<file path="src/rtl/csr_pkg.sv">
// Shared types and default widths for the CSR encoder datapath.
package csr_pkg;
    localparam int CSR_DATA_W   = 14;
    localparam int CSR_IDX_W    = 14;
    localparam int CSR_CNT_W    = 28;
    localparam int CSR_RP_START = 0;

    typedef enum logic [2:0] {
        ST_IDLE,
        ST_RP0,
        ST_SCAN,
        ST_RP,
        ST_FLUSH,
        ST_DONE
    } csr_state_e;
endpackage

</file>
<file path="src/rtl/csr_enc_out_slot.sv">
// One-entry valid/ready output register; a load in the same cycle as a drain
// replaces the entry without a bubble.
module csr_enc_out_slot #(
    parameter int W = 8
) (
    input  logic         clk,
    input  logic         reset,
    input  logic         load,
    input  logic [W-1:0] load_data,
    output logic         valid,
    input  logic         ready,
    output logic [W-1:0] data
);

    always_ff @(posedge clk) begin
        if (reset) begin
            valid <= 1'b0;
            data  <= '0;
        end else if (load) begin
            valid <= 1'b1;
            data  <= load_data;
        end else if (ready) begin
            valid <= 1'b0;
        end
    end

endmodule

</file>
<file path="src/rtl/csr_enc_core.sv">
// Streaming dense-to-CSR encoder: emits (value, column) nonzeros and rows+1
// row pointers for a row-major input matrix.
module csr_enc_core
    import csr_pkg::*;
#(
    parameter int DATA_W = CSR_DATA_W,
    parameter int IDX_W  = CSR_IDX_W,
    parameter int CNT_W  = CSR_CNT_W
) (
    input  logic              clk,
    input  logic              reset,
    input  logic              start,
    input  logic [IDX_W-1:0]  cfg_rows,
    input  logic [IDX_W-1:0]  cfg_cols,
    input  logic [DATA_W-1:0] in_data,
    input  logic              in_valid,
    output logic              in_ready,
    output logic [DATA_W-1:0] nz_val,
    output logic [IDX_W-1:0]  nz_col,
    output logic              nz_valid,
    input  logic              nz_ready,
    output logic [CNT_W-1:0]  rp_data,
    output logic              rp_valid,
    input  logic              rp_ready,
    output logic              busy,
    output logic              done,
    output logic              cfg_err
);

    csr_state_e state, state_next;

    logic [IDX_W-1:0]        rows_q, cols_q, row, col;
    logic [CNT_W-1:0]        nnz;
    logic                    start_ok, accept, last_col, last_row, rp_take;
    logic                    nz_load, rp_load;
    logic [CNT_W-1:0]        rp_load_data;
    logic [DATA_W+IDX_W-1:0] nz_slot_data;

    assign start_ok = start && (cfg_rows != '0) && (cfg_cols != '0);
    assign in_ready = (state == ST_SCAN) && (!nz_valid || nz_ready);
    assign accept   = in_valid && in_ready;
    assign last_col = (col == cols_q - IDX_W'(1));
    assign last_row = (row == rows_q - IDX_W'(1));
    assign rp_take  = rp_valid && rp_ready;

    always_ff @(posedge clk) begin
        if (reset) begin
            state <= ST_IDLE;
        end else begin
            state <= state_next;
        end
    end

    always_comb begin
        state_next = state;
        case (state)
            ST_IDLE:  if (start_ok) state_next = ST_RP0;
            ST_RP0:   if (rp_take) state_next = ST_SCAN;
            ST_SCAN:  if (accept && last_col) state_next = ST_RP;
            ST_RP:    if (rp_take) state_next = last_row ? ST_FLUSH : ST_SCAN;
            ST_FLUSH: if (!nz_valid) state_next = ST_DONE;
            ST_DONE:  state_next = ST_IDLE;
            default:  state_next = ST_IDLE;
        endcase
    end

    // Row pointers are loaded on entry to RP0/RP, so the count already includes
    // a nonzero arriving as the row's last element.
    always_comb begin
        nz_load      = 1'b0;
        rp_load      = 1'b0;
        rp_load_data = '0;
        case (state)
            ST_IDLE: begin
                if (start_ok) begin
                    rp_load      = 1'b1;
                    rp_load_data = CNT_W'(CSR_RP_START);
                end
            end
            ST_SCAN: begin
                nz_load = accept && (in_data != '0);
                if (accept && last_col) begin
                    rp_load      = 1'b1;
                    rp_load_data = nnz + CNT_W'(nz_load);
                end
            end
            default: ;
        endcase
    end

    always_ff @(posedge clk) begin
        if (reset) begin
            rows_q  <= '0;
            cols_q  <= '0;
            row     <= '0;
            col     <= '0;
            nnz     <= '0;
            busy    <= 1'b0;
            done    <= 1'b0;
            cfg_err <= 1'b0;
        end else begin
            busy    <= (state_next != ST_IDLE);
            done    <= (state == ST_DONE);
            cfg_err <= (state == ST_IDLE) && start && !start_ok;
            case (state)
                ST_IDLE: begin
                    if (start_ok) begin
                        rows_q <= cfg_rows;
                        cols_q <= cfg_cols;
                    end
                end
                ST_RP0: begin
                    if (rp_take) begin
                        row <= '0;
                        col <= '0;
                        nnz <= '0;
                    end
                end
                ST_SCAN: begin
                    if (accept) begin
                        col <= last_col ? '0 : col + IDX_W'(1);
                        if (nz_load) nnz <= nnz + CNT_W'(1);
                    end
                end
                ST_RP: begin
                    if (rp_take) row <= row + IDX_W'(1);
                end
                default: ;
            endcase
        end
    end

    csr_enc_out_slot #(.W(DATA_W + IDX_W)) u_nz_slot (
        .clk       (clk),
        .reset     (reset),
        .load      (nz_load),
        .load_data ({in_data, col}),
        .valid     (nz_valid),
        .ready     (nz_ready),
        .data      (nz_slot_data)
    );

    assign nz_val = nz_slot_data[DATA_W+IDX_W-1:IDX_W];
    assign nz_col = nz_slot_data[IDX_W-1:0];

    csr_enc_out_slot #(.W(CNT_W)) u_rp_slot (
        .clk       (clk),
        .reset     (reset),
        .load      (rp_load),
        .load_data (rp_load_data),
        .valid     (rp_valid),
        .ready     (rp_ready),
        .data      (rp_data)
    );

endmodule

</file>
<file path="config.mk">
export PLATFORM = sky130hd
export DESIGN_NAME = csr_enc_core
export DESIGN_NICKNAME = d
export VERILOG_FILES = /design/src/rtl/csr_pkg.sv /design/src/rtl/csr_enc_out_slot.sv /design/src/rtl/csr_enc_core.sv
export SDC_FILE = /design/constraint.sdc
export NUM_CORES = 1
export LEC_CHECK = 0
export CAP_MARGIN = 10
export CORE_MARGIN = 1
export CORE_UTILIZATION = 55
export CTS_CLUSTER_SIZE = 24
export DETAILED_ROUTE_END_ITERATION = 8
export PLACE_DENSITY = 0.91
export SLEW_MARGIN = 25
export SYNTH_ARGS = -nofsm -noshare
export SYNTH_HDL_FRONTEND = slang
export SYNTH_SLANG_ARGS = --single-unit
</file>
<file path="constraint.sdc">
create_clock -name clk -period 3.9 [get_ports clk]
set_clock_uncertainty 0.2 [all_clocks]
set_input_delay 0.585 -clock clk [delete_from_list [all_inputs] [get_ports clk]]
set_output_delay 0.585 -clock clk [all_outputs]
set_load 0.05 [all_outputs]
</file>
==> impl_metrics.tcl <==
set metrics [dict create \
    worst_slew_pin_slew_ps 942 \
    r2r_slack_ps 510 \
    detail-route-antenna-nets 0 \
    hold_path.class "reg -> reg" \
    tns_ps 0 \
    end_kind "flop" \
    avgSynthCellArea_sq_um 8.17 \
    path_class "reg -> reg" \
    synth_edf_count 0 \
    syn2layout_area_growth_pct 24.1 \
    fp.dieH_um 119 \
    antenna_found_initial 1 \
    cts_resized 0 \
    outcome "finished clean" \
    slowest_stage "nor4b_1" \
    grt_pass1_vias 6504 \
    die_area_sq_um 14100 \
    grt_overflow 0 \
    drcViolationCount 0 \
    syn_area_sq_um 7520 \
    vdd_ir_drop_max_mv 0.434 \
    cts.sinks 148 \
    io_pins 110 \
    grt_max_degree 64 \
    multiInputGateArea_sq_um 4280 \
    cts_made_buffers 17 \
    ctsRootBufferMaster "clkbuf_16" \
    clkSlewWorstSetupHoldPaths_ps 60 \
    ys_ff_latch 148 \
    ctsHtreeMaxLevel 4 \
    syn-num-nets 975 \
    drive_gt1_frac 0.0607 \
    rsz0062_at_grt "no" \
    cpLargestDelayFamily "simple AND/OR/NAND/NOR gates" \
    arrival_ps 3540 \
    relSlewSlack 0.356 \
    crit_buf_inv 2 \
    via_count 6950 \
    setup_viol 0 \
    clk_latency_ps 420 \
    yosysWarnings 0 \
    drtIter0Drc 548 \
    core_sq_um 13300 \
    firstDrtPassIters 7 \
    cpPeakStageDelay_ps 630 \
    cts_tree "done" \
    postSynthCellCount 920 \
    power_density_nw_per_um2 386 \
    hold_viol_final 0 \
    cp.required_ps 4050 \
    timing.final.crit_share 0.869 \
    cts_buffer_depth 2 \
    post-dp-hpwl_um 13100 \
    cts_hold_buf 0 \
    fp.dieW_um 119 \
    nNetsFinal 1064 \
    gp_congestion 0.910 \
    maxCapViolCount 0 \
    p_leak_nw 3.40 \
    vias_per_cell 5.80 \
    crit_chain "inv_1, ha_1, nor4b_1, nand4b_1, a311oi_1, a211oi_2, nor4b_4, buf_4, mux2i_1" \
    async_flop_share 0 \
    numPortBuffers 109 \
    fmax_mhz 295 \
    wl_per_cell_um 15.9 \
    initial_core_util 0.566 \
    synth.distinct_cells 63 \
    crit_fanout 30 \
    grt_pass1_wl_um 30900 \
    maxSlewViolCount 0 \
    fillers 967 \
    layout_min_cycle_time_ps 3390 \
    post_cts_buffers 0 \
    ys_seq_area_frac 0.394 \
    start_kind "flop" \
    whs_ps 254 \
    seq_area_sq_um 2960 \
    num_rows 42 \
    drt_wl_total_um 19000 \
    synth_ff_type "dfxtp_1" \
    grt_usage 0.271 \
]
[registers in the layout, summed over array words and instances (netlist names), 3 cells and up]
register        count
row                14
u_rp_slot.data     28
col                14
rows_q             14
cols_q             14
state               3
u_nz_slot.data     28
nnz                28
[synthesized netlist by cell type, types with 2 or more instances]
cell type	count	area share
nand4_1	24	0.020
nor3_1	30	0.020
nand2b_1	5	0.0042
xor2_1	43	0.050
nor4b_1	3	0.0035
o2111ai_1	2	0.0023
buf_1	2	0.0010
nor2_1	95	0.047
nand3b_1	3	0.0030
a311oi_1	3	0.0035
a31oi_1	5	0.0042
buf_6	4	0.0060
and3b_1	2	0.0023
mux2i_1	57	0.076
and4_1	3	0.0035
nor3b_1	2	0.0020
or2_2	4	0.0033
o21ai_0	21	0.014
dfxtp_1	148	0.39
and2_1	5	0.0042
nor2b_1	5	0.0042
ha_1	7	0.012
xnor2_1	46	0.054
inv_1	13	0.0065
or3_1	13	0.011
or4_1	4	0.0040
o31ai_1	5	0.0050
clkbuf_1	47	0.023
nor4_2	2	0.0033
o21a_1	2	0.0020
a211oi_1	2	0.0020
nand3_1	29	0.019
a21oi_1	52	0.035
o211ai_1	2	0.0020
nand2_1	156	0.078
nand4b_1	4	0.0047
a41o_1	2	0.0027
and3_1	15	0.012
buf_2	2	0.0013
o211a_1	2	0.0027
nor4_1	26	0.022
a32o_1	2	0.0027
[cell type report]
class / count / area share
well taps: 176 / 0.0236
flip-flops and latches: 148 / 0.317
inverters: 14 / 0.00563
repair buffers: 125 / 0.129
multi-input cells: 703 / 0.459
diodes: 1 / 0.000268
clock inverters: 9 / 0.0135
clock buffers: 23 / 0.0512
[cell usage in the layout, fill, tap and decap left out, types with 7 or more instances in the layout]
| cell | netlist | routed |
|---|---|---|
| and3_1 | 15 | 15 |
| xnor2_1 | 46 | 46 |
| nor3_1 | 30 | 30 |
| nand2_1 | 156 | 156 |
| dfxtp_1 | 148 | 148 |
| xor2_1 | 43 | 43 |
| nor2_1 | 95 | 95 |
| nand3_1 | 29 | 29 |
| inv_1 | 13 | 13 |
| clkdlybuf4s50_1 | 0 | 108 |
| buf_4 | 0 | 16 |
| o21ai_0 | 21 | 21 |
| mux2i_1 | 57 | 57 |
| nor4_1 | 26 | 25 |
| a21oi_1 | 52 | 52 |
| nand4_1 | 24 | 24 |
| or3_1 | 13 | 13 |
| clkbuf_16 | 0 | 17 |
| ha_1 | 7 | 7 |
[path summary, 6_finish.rpt]
kind	from	to	cells past startpoint
min reg2reg	u_nz_slot.data[15]	u_nz_slot.data[15]	2
max	cols_q[0]	u_rp_slot.data[2]	9
max reg2reg	cols_q[0]	u_rp_slot.data[2]	9
min	u_nz_slot.data[15]	u_nz_slot.data[15]	2
[through the flow]
step | total power [W] | cell area, sq um | worst slack, ps | cells | utilization
final | 0.00361 | 9330 | 509 | 1199 | 0.702
after global routing | 0.00373 | 9330 | 288 | 1199 | 0.702
after CTS | 0.00361 | 9320 | 527 | 1198 | 0.701
after detailed placement | 0.00197 | 8720 | 442 | 1166 | 0.656
after global placement | 0.00196 | 8720 | 532 | 1166 | 0.656
after floorplan | 0.00185 | 7520 | 349 | 920 | -
[power by group]
part           total, W  switching, W  internal (W)
clock network   0.00166      0.000609       0.00105
registers       0.00158     0.0000391       0.00154
logic          0.000367      0.000201      0.000166
total           0.00361      0.000850       0.00276
[tightest hold or removal path, delay by kind of cell, from the launching register on]
kind | cells | cell delay [ps]
AO/OA/AOI/OAI | 1 | 50
flip-flops | 1 | 300
AND/OR/NAND/NOR | 1 | 50
[per-layer routing]
layer,wire [um],track usage,vias to the layer above
met1,7990,0.321,3243
met3,988,0.0565,60
met4,707,0.137,0
li1,-,-,3395
met2,9330,0.464,252
met5,0,0,-
[cells by family (layout without fill, tap and decap cells)]
family	after synthesis	after routing	share of synthesized area
simple gates	434	434	0.279
flops	148	148	0.394
compound gates	116	116	0.0972
xor+xnor	89	89	0.104
buf+inv	69	171	0.0388
mux	57	57	0.0759
fa+ha+maj	7	7	0.0116
other cells	0	1	0
Power figures use the tool's default switching activity.
